$ cat src/rtl/multicycle_controller_if.sv
// Handshake and control bundle between the multi-cycle MIPS controller and its datapath.
interface multicycle_controller_if;
  logic [5:0]  opcode;
  logic        zero;
  logic        mem_ready;
  logic        pc_en;
  logic [1:0]  pc_src;
  logic        iord;
  logic        mem_read;
  logic        mem_write;
  logic        ir_write;
  logic        regdst;
  logic        regwrite;
  logic        mem2reg;
  logic        alusrc_a;
  logic [1:0]  alusrc_b;
  logic [1:0]  ALUop;
  logic        illegal_op;
  logic        instr_done;
  logic [31:0] instr_count;
  logic [3:0]  state;

  modport slave (
    input  opcode, zero, mem_ready,
    output pc_en, pc_src, iord, mem_read, mem_write, ir_write, regdst, regwrite,
           mem2reg, alusrc_a, alusrc_b, ALUop, illegal_op, instr_done, instr_count, state
  );

  modport master (
    output opcode, zero, mem_ready,
    input  pc_en, pc_src, iord, mem_read, mem_write, ir_write, regdst, regwrite,
           mem2reg, alusrc_a, alusrc_b, ALUop, illegal_op, instr_done, instr_count, state
  );
endinterface

$ cat src/rtl/multicycle_controller.sv
// Main control FSM of the multi-cycle MIPS datapath: steps each instruction through
// fetch/decode/execute/memory/writeback and counts retired instructions.
module multicycle_controller (
  input  logic                   clk,
  input  logic                   reset,
  multicycle_controller_if.slave bus
);
  localparam logic [5:0] OP_R    = 6'h00;
  localparam logic [5:0] OP_LW   = 6'h23;
  localparam logic [5:0] OP_SW   = 6'h2B;
  localparam logic [5:0] OP_BEQ  = 6'h04;
  localparam logic [5:0] OP_ADDI = 6'h08;
  localparam logic [5:0] OP_J    = 6'h02;

  typedef enum logic [3:0] {
    S_IDLE   = 4'd0,  S_FETCH  = 4'd1,  S_DECODE = 4'd2,  S_MEMADR = 4'd3,
    S_MEMRD  = 4'd4,  S_MEMWB  = 4'd5,  S_MEMWR  = 4'd6,  S_EXEC   = 4'd7,
    S_ALUWB  = 4'd8,  S_BRANCH = 4'd9,  S_JUMP   = 4'd10, S_ADDIEX = 4'd11,
    S_ADDIWB = 4'd12
  } state_t;

  state_t      r_state;
  state_t      w_next_state;
  logic [5:0]  r_opcode;
  logic [31:0] r_instr_count;

  logic        w_pc_en, w_iord, w_mem_read, w_mem_write, w_ir_write;
  logic        w_regdst, w_regwrite, w_mem2reg, w_alusrc_a, w_illegal_op, w_instr_done;
  logic [1:0]  w_pc_src, w_alusrc_b, w_aluop;

  // State register, DECODE opcode latch and retired-instruction counter
  always_ff @(posedge clk) begin
    if (reset) begin
      r_state       <= S_IDLE;
      r_opcode      <= 6'h00;
      r_instr_count <= 32'd0;
    end else begin
      r_state <= w_next_state;
      if (r_state == S_DECODE) r_opcode <= bus.opcode;
      if (w_instr_done) r_instr_count <= r_instr_count + 32'd1;
    end
  end

  // Next-state and control decode from the registered state
  always_comb begin
    w_next_state = S_FETCH;
    w_pc_en      = 1'b0;
    w_pc_src     = 2'b00;
    w_iord       = 1'b0;
    w_mem_read   = 1'b0;
    w_mem_write  = 1'b0;
    w_ir_write   = 1'b0;
    w_regdst     = 1'b0;
    w_regwrite   = 1'b0;
    w_mem2reg    = 1'b0;
    w_alusrc_a   = 1'b0;
    w_alusrc_b   = 2'b00;
    w_aluop      = 2'b00;
    w_illegal_op = 1'b0;
    w_instr_done = 1'b0;
    case (r_state)
      S_IDLE: w_next_state = S_FETCH;
      S_FETCH: begin
        w_mem_read = 1'b1;
        w_alusrc_b = 2'b01;
        // PC and IR load only on the completing edge, so a stall never double-increments PC
        w_ir_write = bus.mem_ready;
        w_pc_en    = bus.mem_ready;
        if (bus.mem_ready) w_next_state = S_DECODE;
        else               w_next_state = S_FETCH;
      end
      S_DECODE: begin
        w_alusrc_b = 2'b11;
        case (bus.opcode)
          OP_LW, OP_SW: w_next_state = S_MEMADR;
          OP_R:         w_next_state = S_EXEC;
          OP_BEQ:       w_next_state = S_BRANCH;
          OP_J:         w_next_state = S_JUMP;
          OP_ADDI:      w_next_state = S_ADDIEX;
          default: begin
            w_illegal_op = 1'b1;
            w_next_state = S_FETCH;
          end
        endcase
      end
      S_MEMADR: begin
        w_alusrc_a = 1'b1;
        w_alusrc_b = 2'b10;
        if (r_opcode == OP_SW) w_next_state = S_MEMWR;
        else                   w_next_state = S_MEMRD;
      end
      S_MEMRD: begin
        w_mem_read = 1'b1;
        w_iord     = 1'b1;
        if (bus.mem_ready) w_next_state = S_MEMWB;
        else               w_next_state = S_MEMRD;
      end
      S_MEMWB: begin
        w_regwrite   = 1'b1;
        w_mem2reg    = 1'b1;
        w_instr_done = 1'b1;
      end
      S_MEMWR: begin
        w_mem_write  = 1'b1;
        w_iord       = 1'b1;
        w_instr_done = bus.mem_ready;
        if (bus.mem_ready) w_next_state = S_FETCH;
        else               w_next_state = S_MEMWR;
      end
      S_EXEC: begin
        w_alusrc_a   = 1'b1;
        w_aluop      = 2'b10;
        w_next_state = S_ALUWB;
      end
      S_ALUWB: begin
        w_regwrite   = 1'b1;
        w_regdst     = 1'b1;
        w_instr_done = 1'b1;
      end
      S_BRANCH: begin
        w_alusrc_a   = 1'b1;
        w_aluop      = 2'b01;
        w_pc_src     = 2'b01;
        w_pc_en      = bus.zero;
        w_instr_done = 1'b1;
      end
      S_JUMP: begin
        w_pc_src     = 2'b10;
        w_pc_en      = 1'b1;
        w_instr_done = 1'b1;
      end
      S_ADDIEX: begin
        w_alusrc_a   = 1'b1;
        w_alusrc_b   = 2'b10;
        w_next_state = S_ADDIWB;
      end
      S_ADDIWB: begin
        w_regwrite   = 1'b1;
        w_instr_done = 1'b1;
      end
      default: w_next_state = S_FETCH;
    endcase
  end

  assign bus.pc_en       = w_pc_en;
  assign bus.pc_src      = w_pc_src;
  assign bus.iord        = w_iord;
  assign bus.mem_read    = w_mem_read;
  assign bus.mem_write   = w_mem_write;
  assign bus.ir_write    = w_ir_write;
  assign bus.regdst      = w_regdst;
  assign bus.regwrite    = w_regwrite;
  assign bus.mem2reg     = w_mem2reg;
  assign bus.alusrc_a    = w_alusrc_a;
  assign bus.alusrc_b    = w_alusrc_b;
  assign bus.ALUop       = w_aluop;
  assign bus.illegal_op  = w_illegal_op;
  assign bus.instr_done  = w_instr_done;
  assign bus.instr_count = r_instr_count;
  assign bus.state       = r_state;
endmodule

$ cat src/flat_wrapper.sv
// flat-port wrapper written by rule: the top's interface ports become plain ports
module multicycle_controller_flat 
  (clk, reset, bus_opcode, bus_zero, bus_mem_ready, bus_pc_en, bus_pc_src, bus_iord, bus_mem_read, bus_mem_write, bus_ir_write, bus_regdst, bus_regwrite, bus_mem2reg, bus_alusrc_a, bus_alusrc_b, bus_ALUop, bus_illegal_op, bus_instr_done, bus_instr_count, bus_state);
  multicycle_controller_if bus_i ();
  input  logic clk;
  input  logic reset;
  input wire logic [$bits(bus_i.opcode)-1:0] bus_opcode;
  input wire logic [$bits(bus_i.zero)-1:0] bus_zero;
  input wire logic [$bits(bus_i.mem_ready)-1:0] bus_mem_ready;
  output wire logic [$bits(bus_i.pc_en)-1:0] bus_pc_en;
  output wire logic [$bits(bus_i.pc_src)-1:0] bus_pc_src;
  output wire logic [$bits(bus_i.iord)-1:0] bus_iord;
  output wire logic [$bits(bus_i.mem_read)-1:0] bus_mem_read;
  output wire logic [$bits(bus_i.mem_write)-1:0] bus_mem_write;
  output wire logic [$bits(bus_i.ir_write)-1:0] bus_ir_write;
  output wire logic [$bits(bus_i.regdst)-1:0] bus_regdst;
  output wire logic [$bits(bus_i.regwrite)-1:0] bus_regwrite;
  output wire logic [$bits(bus_i.mem2reg)-1:0] bus_mem2reg;
  output wire logic [$bits(bus_i.alusrc_a)-1:0] bus_alusrc_a;
  output wire logic [$bits(bus_i.alusrc_b)-1:0] bus_alusrc_b;
  output wire logic [$bits(bus_i.ALUop)-1:0] bus_ALUop;
  output wire logic [$bits(bus_i.illegal_op)-1:0] bus_illegal_op;
  output wire logic [$bits(bus_i.instr_done)-1:0] bus_instr_done;
  output wire logic [$bits(bus_i.instr_count)-1:0] bus_instr_count;
  output wire logic [$bits(bus_i.state)-1:0] bus_state;
  assign bus_i.opcode = bus_opcode;
  assign bus_i.zero = bus_zero;
  assign bus_i.mem_ready = bus_mem_ready;
  assign bus_pc_en = bus_i.pc_en;
  assign bus_pc_src = bus_i.pc_src;
  assign bus_iord = bus_i.iord;
  assign bus_mem_read = bus_i.mem_read;
  assign bus_mem_write = bus_i.mem_write;
  assign bus_ir_write = bus_i.ir_write;
  assign bus_regdst = bus_i.regdst;
  assign bus_regwrite = bus_i.regwrite;
  assign bus_mem2reg = bus_i.mem2reg;
  assign bus_alusrc_a = bus_i.alusrc_a;
  assign bus_alusrc_b = bus_i.alusrc_b;
  assign bus_ALUop = bus_i.ALUop;
  assign bus_illegal_op = bus_i.illegal_op;
  assign bus_instr_done = bus_i.instr_done;
  assign bus_instr_count = bus_i.instr_count;
  assign bus_state = bus_i.state;
  multicycle_controller u_core (.clk(clk), .reset(reset), .bus(bus_i));
endmodule
$ cat config.mk
export PLATFORM = sky130hd
export DESIGN_NAME = multicycle_controller_flat
export DESIGN_NICKNAME = d
export VERILOG_FILES = /design/src/rtl/multicycle_controller_if.sv /design/src/rtl/multicycle_controller.sv /design/src/flat_wrapper.sv
export SDC_FILE = /design/constraint.sdc
export NUM_CORES = 1
export LEC_CHECK = 0
export ABC_AREA = 1
export CORE_AREA = 4 4 109 85
export DETAILED_ROUTE_END_ITERATION = 10
export DIE_AREA = 0 0 113 89
export DONT_BUFFER_PORTS = 1
export SLEW_MARGIN = 30
export SYNTH_ARGS = -nofsm -noshare
export SYNTH_HDL_FRONTEND = slang
export SYNTH_SLANG_ARGS = --single-unit
$ cat constraint.sdc
create_clock -name clk -period 3.8 [get_ports clk]
set_input_delay 0.76 -clock clk [delete_from_list [all_inputs] [get_ports clk]]
set_output_delay 0.76 -clock clk [all_outputs]
set_load 0.01 [all_outputs]
==> out/results.ini, run 1 <==
[outcome]
outcome = finished clean

[min_path]
hp-class = register to register

[cts]
numCtsBuffers = 5
clkSlewWorstSetupHoldPaths_ps = 80
holdBufCountCts = 0
cts-htree-levels = 2
insertion_delay_ps = 300
cts.sink_count = 42
cts_setup_buffers = 0
post_cts_resized = 0
cts-root-buf = clkbuf_8
clock_path_buffers = 2
cts_tree = yes

[synth]
synth.area.top_cells = dfxtp_1 (30%), nand2_1 (17%), nor2_1 (13%)
async_flop_share_pct = 0
synth-seq-cells = 42
synth_ff_type = dfxtp_1
synth_area_um2 = 2799
yosysTopAreaCell = dfxtp_1
synth.most_common_cell = nand2_1
syn_inst = 459
syn_nets = 470
synth_cell_type_count = 34
synth_edf_count = 0
synthTopCellsByCount = nand2_1 (125), nor2_1 (95), inv_1 (47), nand3_1 (45), dfxtp_1 (42)
synth_top_area_share_pct = 30.04
yosysSeqAreaShare_pct = 30.04
syn_avg_cell_area_um2 = 6.098
ys.warnings.count = 0

[worst_setup_path]
crit_required_ps = 3040
crit_arrival_ps = 1920
crit_chain = nand2_2 -> nor2_4 -> nand2_4 -> nand3_4
crit_path_start_kind = register
critPathSlowestCell = dfxtp_1
critPathBufInv = 0
cp-end-kind = output pin
cpPeakStageDelay_ps = 520
cpLargestDelayFamily = simple AND/OR/NAND/NOR gates
crit_fanout = 49
path_class = register to output pin

[placement]
dpl.hpwl_um = 6075
dpl_worst_slack_ps = 1474
portBuffers = 0
gp_congestion = 0.8993

[finish]
synthToLayoutAreaGrowth_pct = 4.873
nFillCells = 871
drive_above_1_share_pct = 9.890
fin_util_pct = 35.64
num_antenna_cells = 0
layout.nets = 465

[run]
max_cap_viol_count = 0

[sta]
tns_ps = 0
finalMaxSlewViolations = 0
worst_pin_slew_ps = 638.6
fin_skew_ps = 8.743
period_share_pct = 70.47
finalWorstSetupSlack_ps = 1122
period_minus_slack_ps = 2678
setup_viol = 0
finalHoldViolations = 0
max_freq_mhz = 373.4
relSlewSlack_pct = 57.38
rsz0062_at_grt = false

[drt]
wl_per_cell_um = 13.76
first_pass_iters = 4
dr_total_vias = 2800
drc = 0
drt_iter0_drc = 167
final_antenna_net_count = 0
via_per_inst = 4.973
wirelength_um = 7746

[global_routing]
grt_use_total_pct = 15.97
grt_pass1_vias = 2632
antenna_found_initial = 0
grt_max_degree = 50
overflow = 0
grt_pass1_wl_um = 13100

[power]
ir_drop_mv = 0.1180
power_mw = 0.8139
p_per_area_nw_per_um2 = 277.3
leakagePower_nw = 1.052

[floorplanning]
die_y_um = 89
dieWidth_um = 113
rows = 29
core_um2 = 8237
dieArea_um2 = 10060
ios = 63
initial_core_util_pct = 33.98

cell families after synthesis:
logic type / Yosys count / share of synthesized area (%)
flops: 42 / 30.04
buf+inv: 63 / 9.879
fa+ha+maj: 1 / 0.4470
simple gates: 303 / 48.37
xor+xnor: 4 / 1.252
compound gates: 46 / 10.01
metrics by stage:
step / cell area (µm²) / instances / hold WS (ps)
2_1_floorplan: 2799 / 459 / 429.6
3_3_place_gp: 2849 / 555 / 445.9
3_5_place_dp: 2849 / 555 / 456.1
4_1_cts: 2935 / 563 / 468.5
5_1_grt: 2935 / 563 / 496.3
6_report: 2935 / 563 / 463.0
worst register-to-register path, cell delays in order, from the launching register on:
cell	delay [ps]
dfxtp_1	520
nand2_2	190
nor2_4	230
nand2_4	160
nand3_4	500
nand3_1	260
nand2_1	110
nand2_1	50
nor2_1	90
sequential cells by signal, summed over array words and instances, names as in the netlist:
name	cells
u_core.bus.state	4
u_core.bus.instr_count	32
u_core.r_opcode	6
cells in the final DEF, fill, tap and decap left out, drive strengths merged, types with 3 or more instances in the layout:
| cell | netlist | layout |
|---|---|---|
| nand2 | 138 | 138 |
| inv | 50 | 50 |
| a21oi | 29 | 29 |
| o21ai | 11 | 11 |
| nand3 | 47 | 47 |
| nand4 | 9 | 9 |
| dfxtp | 42 | 42 |
| nor3 | 5 | 5 |
| xor2 | 4 | 4 |
| clkinv | 1 | 3 |
| clkbuf | 5 | 6 |
| a31oi | 3 | 3 |
| nor2 | 102 | 102 |
routing by layer:
layer	wire length, µm	vias up	track usage, %
met3	524	8	3.924
met5	0	-	0
met1	3748	1280	21.74
met4	103	0	4.803
li1	-	1446	-
met2	3370	66	25.22
where the power goes:
part	switching [mW]	internal (mW)	leakage (nW)
Clock	0.163	0.130	0.0452
Sequential	0.0108	0.446	0.339
Combinational	0.0456	0.0183	0.668
Total	0.219	0.595	1.05
final timing paths:
kind	from	to	slack [ps]	depth (start not counted)
worst max register to register	u_core.bus.state[2]$_SDFF_PP0_	u_core.bus.instr_count[18]$_SDFFE_PP0P_	1630	8
worst min-delay path	u_core.r_opcode[3]$_SDFFE_PP0P_	u_core.r_opcode[3]$_SDFFE_PP0P_	460	2
worst min register to register	u_core.r_opcode[3]$_SDFFE_PP0P_	u_core.r_opcode[3]$_SDFFE_PP0P_	460	2
worst max-delay path	u_core.bus.state[2]$_SDFF_PP0_	bus_instr_done	1120	4
layout make-up:
cell class	instances	area, µm²	share of cell area [%]
clock buffers	6	72.57	2.472
clock inverters	2	13.76	0.4689
inverters	51	191.4	6.522
multi-input cells	354	1682	57.29
flip-flops and latches	42	840.8	28.64
well taps	108	135.1	4.604
(Power assumes the default switching activity.)
==> run 2: changes to the inputs <==
- clock period: 3.8 -> 2.8 ns (I/O delays scaled with it)
==> out/results.ini, run 2 (synthesis gave the netlist of run 1 again) <==
[run]
max_cap_viol_count = 0  ; unchanged

[worst_setup_path]
crit_fanout = 36  ; -27%
r2r_end = u_core.bus.instr_count[5]$_SDFFE_PP0P_
cp.depth = 4  ; unchanged
worstSetupStartpoint = u_core.bus.state[2]$_SDFF_PP0_
path_class = register to output pin
cp-end-kind = output pin
cpLargestDelayFamily = simple AND/OR/NAND/NOR gates
crit_path_start_kind = register
crit_end = bus_instr_done
rrSetupSlack_ps = 720  ; -910 ps
r2r-start = u_core.bus.state[2]$_SDFF_PP0_
critPathBufInv = 0  ; unchanged
critPathSlowestCell = dfxtp_1
cpPeakStageDelay_ps = 500  ; -20 ps
crit_required_ps = 2240  ; -800 ps
crit_arrival_ps = 1760  ; -160 ps
crit_chain = nand2_2 -> nor2_4 -> nand2_4 -> nand3_4
worstRegToRegCells = 7  ; -1

[cts]
cts_setup_buffers = 0  ; unchanged
holdBufCountCts = 0  ; unchanged
cts_tree = yes
clock_path_buffers = 2  ; unchanged
cts-root-buf = clkbuf_8
cts.sink_count = 42  ; unchanged
numCtsBuffers = 5  ; unchanged
insertion_delay_ps = 300  ; about the same
clkSlewWorstSetupHoldPaths_ps = 90  ; about the same
cts-htree-levels = 2  ; unchanged
post_cts_resized = 0  ; unchanged

[power]
seqPwrFrac_pct = 54.9  ; -1.3 points
p_per_area_nw_per_um2 = 383.6  ; +38%
combPwrFrac_pct = 7.6  ; -0.2 points
p_sw_share_pct = 28.28  ; +1.3 points
ir_drop_mv = 0.1647  ; +40%
leakagePower_nw = 1.057  ; +0.48%
p_int_mw = 0.8117  ; +37%
p_clk_share_pct = 37.5  ; +1.5 points
switchingPower_mw = 0.3200  ; +46%

[finish]
fin_util_pct = 35.82  ; +0.18 points
mostFrequentLayoutCells = nand2_1 (125), nor2_1 (95), inv_1 (47)
multi_input_area_um2 = 1682  ; unchanged
largest_reg_flops = 32  ; unchanged
final_common_cell = nand2_1
drive_above_1_share_pct = 10.31  ; +0.42 points
layout.nets = 466  ; +0.22%
nFillCells = 913  ; +4.8%
final_cells = 564  ; +0.18%
synthToLayoutAreaGrowth_pct = 5.409
seq_area_um2 = 840.8  ; unchanged
num_antenna_cells = 0  ; unchanged

[drt]
drc = 0  ; unchanged
via_per_inst = 4.970  ; about the same
drt_iter0_drc = 186  ; +11%
final_antenna_net_count = 0  ; unchanged
wl_per_cell_um = 14.04  ; +2.0%
wirelength_um = 7916  ; +2.2%
first_pass_iters = 4  ; unchanged
dr_total_vias = 2803  ; +0.11%

[sta]
finalMaxSlewViolations = 0  ; unchanged
max_freq_mhz = 431.8
period_minus_slack_ps = 2316
setup_viol = 0  ; unchanged
worst_pin_slew_ps = 685.2  ; +46.65 ps
rsz0062_at_grt = false
fin_skew_ps = 4.649  ; -4.094 ps
tns_ps = 0  ; unchanged
finalHoldViolations = 0  ; unchanged
relSlewSlack_pct = 54.27  ; -3.1 points
period_share_pct = 82.72
finalWorstSetupSlack_ps = 483.9  ; -638.2 ps

[outcome]
outcome = finished clean

[floorplanning]
core_um2 = 8237  ; unchanged
ios = 63  ; unchanged
die_y_um = 89  ; unchanged
initial_core_util_pct = 33.98  ; unchanged
dieArea_um2 = 10060  ; unchanged
dieWidth_um = 113  ; unchanged
rows = 29  ; unchanged

[placement]
portBuffers = 0  ; unchanged
dpl_worst_slack_ps = 748.4  ; -725.2 ps
dpl.hpwl_um = 6251  ; +2.9%
gp_congestion = 0.9447  ; +5.0%
place_inst = 556  ; +0.18%

[global_routing]
grt_pass1_vias = 2607  ; -0.95%
overflow = 0  ; unchanged
antenna_found_initial = 0  ; unchanged
grt_use_total_pct = 16.09  ; +0.12 points
grt_max_degree = 37  ; -26%
grt_pass1_wl_um = 12940  ; -1.2%

[min_path]
hp-class = input pin to register

==> run 2: power groups by stage <==
stage	Clock (mW)	Sequential, mW	Combinational, mW
2_1_floorplan	0	0.632	0.0790
3_3_place_gp	0	0.634	0.0866
3_5_place_dp	0	0.635	0.0870
4_1_cts	0.443	0.621	0.0869
5_1_grt	0.458	0.623	0.0975
6_report	0.425	0.621	0.0862
==> run 2: through the flow <==
step	hold slack (ps)	area, µm²	total power [mW]
after floorplan	429.6	2799	0.7113
after global placement	446.5	2856	0.7206
after detailed placement	451.0	2856	0.7216
after CTS	294.3	2950	1.151
after global routing	288.8	2950	1.179
final	304.8	2950	1.132
==> run 2: final cells by class <==
type	instances	area share, %
multi-input combinational	354	57.00
sequential	42	28.50
inverter	51	6.489
tap	108	4.580
clock buffer	5	2.332
clock inverter	3	0.8482
timing repair buffer	1	0.2545
==> run 2: worst min path at each step <==
stage                               startpoint  slack, ps  cells past startpoint                                      end
2_1_floorplan  u_core.r_opcode[4]$_SDFFE_PP0P_        430                      2          u_core.r_opcode[4]$_SDFFE_PP0P_
3_3_place_gp   u_core.r_opcode[3]$_SDFFE_PP0P_        450                      2          u_core.r_opcode[3]$_SDFFE_PP0P_
3_5_place_dp   u_core.r_opcode[4]$_SDFFE_PP0P_        450                      2          u_core.r_opcode[4]$_SDFFE_PP0P_
4_1_cts                                  reset        290                      1  u_core.bus.instr_count[14]$_SDFFE_PP0P_
5_1_grt                                  reset        290                      1  u_core.bus.instr_count[30]$_SDFFE_PP0P_
6_report                                 reset        300                      1  u_core.bus.instr_count[14]$_SDFFE_PP0P_
==> run 2: metal layers <==
metal,track usage (%),vias up,wire length [µm]
met1,21.55,1279,3747
met5,0,-,0
met3,5.345,6,705
li1,-,1447,-
met4,4.913,0,74
met2,24.73,71,3388
==> run 2: worst register-to-register path: cells and delay by family (launching register included) <==
family / cells / cell delay [ps]
AOI/OAI and AO/OA: 2 / 260
buffers and inverters: 1 / 330
DFF: 1 / 500
and+or+nand+nor: 4 / 930
